$ cat config.mk
export PLATFORM = sky130hd
export DESIGN_NAME = sensor_frame_packetizer
export DESIGN_NICKNAME = d
export VERILOG_FILES = /design/src/rtl/sensor_frame_packetizer.sv
export SDC_FILE = /design/constraint.sdc
export NUM_CORES = 1
export LEC_CHECK = 0
export CORE_ASPECT_RATIO = 2
export CORE_UTILIZATION = 54
export DETAILED_ROUTE_END_ITERATION = 7
export GPL_TIMING_DRIVEN = 1
export HOLD_SLACK_MARGIN = 0.05
export MAX_ROUTING_LAYER = met4
export PLACE_DENSITY = 0.81
export RECOVER_POWER = 25
export SETUP_SLACK_MARGIN = 0.02
export SYNTH_ARGS = -nofsm -noshare
export SYNTH_HDL_FRONTEND = slang
export SYNTH_SLANG_ARGS = --single-unit
export TNS_END_PERCENT = 30
$ cat constraint.sdc
create_clock -name clockIN -period 6.8 [get_ports clockIN]
set_clock_uncertainty 0.15 [all_clocks]
set_input_delay 1.02 -clock clockIN [delete_from_list [all_inputs] [get_ports clockIN]]
set_output_delay 1.02 -clock clockIN [all_outputs]
set_load 0.01 [all_outputs]
$ cat src/rtl/sensor_frame_packetizer.sv
// sensor_frame_packetizer: snapshots NUM_CH sensor words and streams them
// as SYNC bytes, LSB-first data bytes and an optional 8-bit checksum.
// Ports:
//   clockIN        system clock, rising edge
//   nResetIN       asynchronous active-low reset
//   chDataIN       channel words, channel 0 in the low DATA_W bits
//   startIN        level request for one frame, sampled in IDLE
//   contModeIN     back-to-back frames while high
//   byteDataOUT    current byte
//   byteValidOUT   byteDataOUT is valid
//   byteReadyIN    sink ready; transfer when valid and ready at an edge
//   busyOUT        high outside IDLE
//   frameDoneOUT   one-cycle pulse after the last byte is accepted
//   frameCountOUT  completed-frame counter, wraps at 255
module sensor_frame_packetizer #(
   parameter int         NUM_CH    = 3,
   parameter int         DATA_W    = 16,
   parameter logic [7:0] SYNC_BYTE = 8'h55,
   parameter int         SYNC_LEN  = 2,
   parameter int         CSUM_EN   = 1
) (
   input  logic                     clockIN,
   input  logic                     nResetIN,
   input  logic [NUM_CH*DATA_W-1:0] chDataIN,
   input  logic                     startIN,
   input  logic                     contModeIN,
   output logic [7:0]               byteDataOUT,
   output logic                     byteValidOUT,
   input  logic                     byteReadyIN,
   output logic                     busyOUT,
   output logic                     frameDoneOUT,
   output logic [7:0]               frameCountOUT
);

   localparam int BPC   = (DATA_W + 7) / 8;
   localparam int PW    = BPC * 8;
   localparam int NDATA = NUM_CH * BPC;
   localparam int SH_W  = NDATA * 8;
   localparam int TOTAL = SYNC_LEN + NDATA + ((CSUM_EN != 0) ? 1 : 0);
   localparam int IDX_W = $clog2(TOTAL + 1);

   typedef enum logic [1:0] {IDLE, SYNC, DATA, CSUM} state_t;

   state_t            state_q, state_d;
   logic [IDX_W-1:0]  idx_q, idx_d;
   logic [SH_W-1:0]   shadow_q, shadow_d;
   logic [7:0]        csum_q, csum_d;
   logic [7:0]        byte_q, byte_d;
   logic              valid_q, valid_d;
   logic              done_q, done_d;
   logic [7:0]        count_q, count_d;
   logic              xfer;
   logic              last;
   logic              start_frame;

   // Each channel is zero-padded to a whole number of bytes.
   function automatic logic [SH_W-1:0] pad(
      input logic [NUM_CH*DATA_W-1:0] d
   );
      logic [SH_W-1:0] r;
      r = '0;
      for (int c = 0; c < NUM_CH; c++) begin
         r[c*PW +: PW] = PW'(d[c*DATA_W +: DATA_W]);
      end
      return r;
   endfunction

   function automatic state_t state_of(input logic [IDX_W-1:0] i);
      state_t s;
      if (int'(i) < SYNC_LEN)              s = SYNC;
      else if (int'(i) < SYNC_LEN + NDATA) s = DATA;
      else                                 s = CSUM;
      return s;
   endfunction

   function automatic logic [7:0] byte_of(
      input logic [IDX_W-1:0] i,
      input logic [SH_W-1:0]  sh,
      input logic [7:0]       cs
   );
      logic [7:0] r;
      r = cs;
      if (int'(i) < SYNC_LEN)
         r = SYNC_BYTE;
      else if (int'(i) < SYNC_LEN + NDATA)
         r = sh[(int'(i) - SYNC_LEN)*8 +: 8];
      return r;
   endfunction

   assign xfer = valid_q & byteReadyIN;
   assign last = (idx_q == IDX_W'(TOTAL - 1));
   assign start_frame = ((state_q == IDLE) && (startIN || contModeIN))
                     || (xfer && last && contModeIN);

   always_comb begin
      state_d  = state_q;
      idx_d    = idx_q;
      shadow_d = shadow_q;
      csum_d   = csum_q;
      byte_d   = byte_q;
      valid_d  = valid_q;
      done_d   = 1'b0;
      count_d  = count_q;
      if (xfer) begin
         if (state_q == DATA) csum_d = csum_q + byte_q;
         if (last) begin
            done_d  = 1'b1;
            count_d = count_q + 8'd1;
            state_d = IDLE;
            valid_d = 1'b0;
            idx_d   = '0;
            byte_d  = '0;
         end else begin
            idx_d   = idx_q + IDX_W'(1);
            state_d = state_of(idx_d);
            // checksum byte sees the sum including the data byte just taken
            byte_d  = byte_of(idx_d, shadow_q, csum_d);
         end
      end
      // a continuous-mode restart overrides the return to IDLE above
      if (start_frame) begin
         shadow_d = pad(chDataIN);
         csum_d   = '0;
         idx_d    = '0;
         state_d  = state_of('0);
         valid_d  = 1'b1;
         byte_d   = byte_of('0, shadow_d, 8'h00);
      end
   end

   always_ff @(posedge clockIN or negedge nResetIN) begin
      if (!nResetIN) begin
         state_q  <= IDLE;
         idx_q    <= '0;
         shadow_q <= '0;
         csum_q   <= '0;
         byte_q   <= '0;
         valid_q  <= 1'b0;
         done_q   <= 1'b0;
         count_q  <= '0;
      end else begin
         state_q  <= state_d;
         idx_q    <= idx_d;
         shadow_q <= shadow_d;
         csum_q   <= csum_d;
         byte_q   <= byte_d;
         valid_q  <= valid_d;
         done_q   <= done_d;
         count_q  <= count_d;
      end
   end

   assign byteDataOUT   = byte_q;
   assign byteValidOUT  = valid_q;
   assign busyOUT       = (state_q != IDLE);
   assign frameDoneOUT  = done_q;
   assign frameCountOUT = count_q;

endmodule

== Yosys cells after proc, flatten, opt, wreduce, memory -nomap -nowiden ==
Index checks and enable logic that the tools add are counted.

* Word-level logic and storage cells: 50
* Register bits: 80
* Output and inout bits: 19
* Input port bits: 53

* Reduce and logical (&&, ||, !) cells: 11
* Muxes and demuxes: 21
* Bitwise operators: 1
* Add/subtract/negate cells: 4
* Magnitude comparators: 2
* Shifts and indexed selects: 1
* Equality and inequality tests: 2

{| class="wikitable"
|+ Operator list
! kind !! number
|-
| $mux W8 || 8
|-
| $shiftx A48 B8 Y8 || 1
|-
| $mux W4 || 3
|-
| $add A8 B1 Y8 const B || 1
|-
| $add A8 B8 Y8 || 1
|-
| $mux W2 || 4
|-
| $mux W1 || 6
|-
| $reduce_bool A2 Y1 || 3
|-
| $sub A4 B2 Y5 const B || 1
|-
| $add A4 B1 Y4 const B || 1
|-
| $eq A4 B4 Y1 const B || 1
|-
| $lt A4 B2 Y1 const B || 1
|-
| $lt A4 B4 Y1 const B || 1
|-
| $reduce_and A2 Y1 || 2
|-
| $logic_and A1 B1 Y1 || 3
|-
| $eq A2 B2 Y1 const B || 1
|-
| $logic_not A2 Y1 || 1
|-
| $logic_or A1 B1 Y1 || 2
|-
| $and A1 B1 Y1 || 1
|}

== Logic depth before layout (Yosys ltp) ==
* Word-level depth: 8
* Mapped depth: 13
* Depth with buffers taken out: 10

== Worst setup path before layout ==
Ideal clock, no wire load.

* Kind: register -> register
* Start point: register idx_q[0]
* End point: register byte_q[0] (netlist: byteDataOUT[0])
* Data required time: 6.512 ns
* Arrival time: 2.537 ns
* Stages on the path, launching flop included: 12
* Library setup time: 0.138 ns
* Setup slack: 3.975 ns
* Period minus slack after synthesis: 2.825 ns
* Path buffers: 4
* Cell sequence: dfrtp_1 -> buf_4 -> buf_4 -> buf_4 -> inv_1 -> ha_1 -> inv_1 -> ha_1 -> clkbuf_1 -> mux4_2 -> a221oi_1 -> o221ai_1

* Longest elaborated chain between the ends: 8
* Elaborated cells on any way between the ends: 15
* Those cells by class: add/sub: 2; order compare: 2; eq/ne: 1; shift: 1; mux: 5; reduce/logical: 4

{| class="wikitable"
|+ Ends and longest elaborated chain
! item !! RTL line !! RTL
|-
| start, declared || 45 || <nowiki>logic [IDX_W-1:0] idx_q, idx_d;</nowiki>
|-
| start signal, assigned || 143 || <nowiki>idx_q <= idx_d;</nowiki>
|-
| $add A4 B1 Y4 || 114 || <nowiki>idx_d = idx_q + IDX_W'(1);</nowiki>
|-
| $sub A4 B2 Y5 || 86 || <nowiki>r = sh[(int'(i) - SYNC_LEN)*8 +: 8];</nowiki>
|-
| $shiftx A48 B8 Y8 || 86 ||
|-
| $mux W8 || 85 || <nowiki>else if (int'(i) < SYNC_LEN + NDATA)</nowiki>
|-
| $mux W8 || 83 || <nowiki>if (int'(i) < SYNC_LEN)</nowiki>
|-
| $mux W8 || 106 || <nowiki>if (last) begin</nowiki>
|-
| $mux W8 || 104 || <nowiki>if (xfer) begin</nowiki>
|-
| $mux W8 || 121 || <nowiki>if (start_frame) begin</nowiki>
|-
| end signal, assigned || 146 || <nowiki>byte_q <= byte_d;</nowiki>
|-
| end, declared || 48 || <nowiki>logic [7:0] byte_q, byte_d;</nowiki>
|}

Parallel ways exist; a longest one is shown, timed or not. The select of a mux whose other input is x is not followed.
A chain may end at the register's enable or synchronous reset.

== Final worst setup path ==
* Start point: register idx_q[0]
* End point: register byte_q[3] (netlist: byteDataOUT[3])

Same word-level chain as after synthesis.

==> results.tsv <==
metric	value	unit
outcome	finished, final reports clean	
worst path cell trace	inv_1 -> ha_1 -> inv_1 -> ha_1 -> nor2b_1 -> nand2_1 -> o31ai_1 -> a22oi_1 -> o21ai_0	
synth cell count leaders	179 x nand2_1, 80 x dfrtp_1, 25 x nor2_1	
slowest CP cell	dfrtp_1	
Port-buffer cells	71	
Yosys cell types	58	
Worst Path Arrival	3620	ps
H-tree depth	3	
antenna violations before repair	0	
dpl hpwl	7170	um
share of cells above drive strength 1	0.0732	
die width	64.5	um
CP Max Fanout	26	
setup repair bufs after CTS	0	
GP Congestion	0.937	
Area growth syn-to-layout	23.9	%
period utilisation layout	0.519	
clk sinks	80	
Placed Instances	612	
clock tree buffer depth	2	
IO Pins	72	
slew margin rel.	0.282	
Num CTS Buffers	9	
Fillers	613	
Seq cells post-synth	80	
die footprint	8190	sq um
Yosys top cell by area	dfrtp_1	
post-synth top area share	0.475	
Final Max Slew Viols	0	
Synth Cell Area	4220	sq um
CP startpoint kind	flip-flop	
die height	127	um
post-cts sizing count	0	
Via-to-Cell Ratio	5.61	
via count	3519	
clk slew on worst S/H paths	50	ps
Max-Cap Viols	0	
most frequent cell after synthesis	nand2_1	
CP endpoint kind	flip-flop	
Post-route DRC	0	
clock root buffer	clkbuf_16	
Post-Route WL	9590	um
DR pass1 iterations	4	
Total Nets Final	595	
Hold Path Class	reg2reg	
clock latency at the later pin of the worst-skew pair	330	ps
Worst Setup Path Type	reg2reg	
syn avg cell area	9.03	sq um
Data required, critical path	6890	ps
ys flop type	dfrtp_1	
initial core utilization	0.555	
FMAX	283	MHz
min Tclk post-route	3530	ps
Post-CTS Hold Fix Bufs	0	
gr ovfl total	0	
TNS Setup	0	ps
vias in the first global route	3533	
Hold Fails Final Rpt	0	
Power Density	447	nW/um^2
post-route antenna net violation count	0	
syn_nets	533	
CP peak stage delay	1050	ps
FFs w/ async S/R, synth	1.00	
CTS tree	done	
GRT Util Overall	0.273	
YS warnings	0	
cells after synthesis	467	
RSZ-0062 raised after global routing	no	
global-route wire length before repair	16500	um
Starting DRT DRC Count	189	
Wirelength per Cell	15.3	um
post-synthesis sequential area ratio	0.475	
largest cells by area after synthesis	dfrtp_1 47%, nand2_1 16%, ha_1 3.6%, a21oi_1 2.7%, mux4_2 2.7%	
Layout Cells excl Fill	627	
Slew @ Worst Pin	1080	ps
Antenna Cells	0	
Rows	45	
peak supply drop	0.267	mV
final setup vio count	0	
largest net degree at the start of global routing	81	
static leakage	2.44	nW
Post-synth EDFFs	0	
core area	7600	sq um
==> layout make-up <==
type | instances | area (sq um) | share of cell area
inverters | 7 | 26.3 | 0.00503
multi-input cells | 358 | 2090 | 0.400
clock buffers | 15 | 268 | 0.0513
repair buffers | 73 | 723 | 0.138
flip-flops and latches | 80 | 2000 | 0.383
well taps | 94 | 118 | 0.0225
==> flip-flops by register name (all words and copies together), names as in the netlist <==
name	count
frameDoneOUT	1
frameCountOUT	8
state_q	2
byteValidOUT	1
byteDataOUT	8
shadow_q	48
idx_q	4
csum_q	8
==> through the flow <==
stage / instance area, sq um / utilization / hold slack, ps / setup slack [ps] / power (mW)
floorplan: 4220 / - / 283 / 3970 / 1.60
global placement: 4960 / 0.652 / 295 / 3410 / 1.87
detailed placement: 4960 / 0.652 / 302 / 3290 / 1.91
CTS: 5220 / 0.687 / 316 / 3290 / 2.35
global route: 5220 / 0.687 / 333 / 2890 / 2.53
finish: 5220 / 0.687 / 315 / 3270 / 2.34
==> path summary, 6_finish.rpt <==
path / depth (start not counted) / endpoint / from / slack, ps
hold / removal: 2 / shadow_q[42]$_DFFE_PN0N_ / shadow_q[42]$_DFFE_PN0N_ / 310
max in group asynchronous: 1 / shadow_q[21]$_DFFE_PN0N_ / nResetIN / 5190
setup / recovery: 9 / byteDataOUT[3]$_DFFE_PN0P_ / idx_q[0]$_DFFE_PN0P_ / 3270
hold reg to reg: 2 / shadow_q[42]$_DFFE_PN0N_ / shadow_q[42]$_DFFE_PN0N_ / 310
min in group asynchronous: 1 / frameCountOUT[4]$_DFFE_PN0P_ / nResetIN / 690
setup reg to reg: 9 / byteDataOUT[3]$_DFFE_PN0P_ / idx_q[0]$_DFFE_PN0P_ / 3270
==> cell families (layout without fill, tap and decap cells) <==
logic type      after synthesis  after routing  share of synthesized area
xor+xnor                     13             13                     0.0270
buf+inv                      29             95                     0.0303
fa+ha+maj                    13             13                     0.0404
compound gates               73             73                      0.125
simple gates                237            237                      0.233
flops                        80             80                      0.475
mux                          22             22                     0.0697
==> report_power, final <==
group          internal (mW)  switching, mW
Clock                  0.266          0.171
Sequential             0.666          0.156
Combinational          0.476          0.602
==> worst max-delay path: cells and delay by family (launching register included) <==
family          cells  cell delay, ps
compound gates      3             550
simple gates        2             330
buf+inv             2             250
fa+ha+maj           2            1110
flops               1            1050
==> cell usage in the layout (no fill, tap or decap), types with 4 or more instances in the layout <==
| cell | netlist | routed |
|---|---|---|
| a211oi_1 | 4 | 4 |
| a21oi_1 | 23 | 23 |
| clkbuf_1 | 18 | 4 |
| clkbuf_16 | 0 | 9 |
| clkdlybuf4s50_1 | 0 | 70 |
| dfrtp_1 | 80 | 80 |
| ha_1 | 12 | 12 |
| inv_1 | 5 | 5 |
| mux2_2 | 9 | 9 |
| mux2i_1 | 8 | 8 |
| mux4_2 | 5 | 5 |
| nand2_1 | 179 | 179 |
| nand3_1 | 6 | 6 |
| nor2_1 | 25 | 25 |
| o211ai_1 | 7 | 7 |
| o21ai_0 | 7 | 7 |
| xnor2_1 | 9 | 9 |
| xor2_1 | 4 | 4 |
==> metal layers <==
layer	vias up	share of wire	global-route usage	wire (um)
met5	-	0	-	0
met4	0	0.032	0.131	311
met3	30	0.029	0.0504	275
met2	89	0.57	0.482	5470
met1	1687	0.37	0.283	3540
li1	1713	-	-	-
No activity file was read; power rests on OpenSTA's default activity.
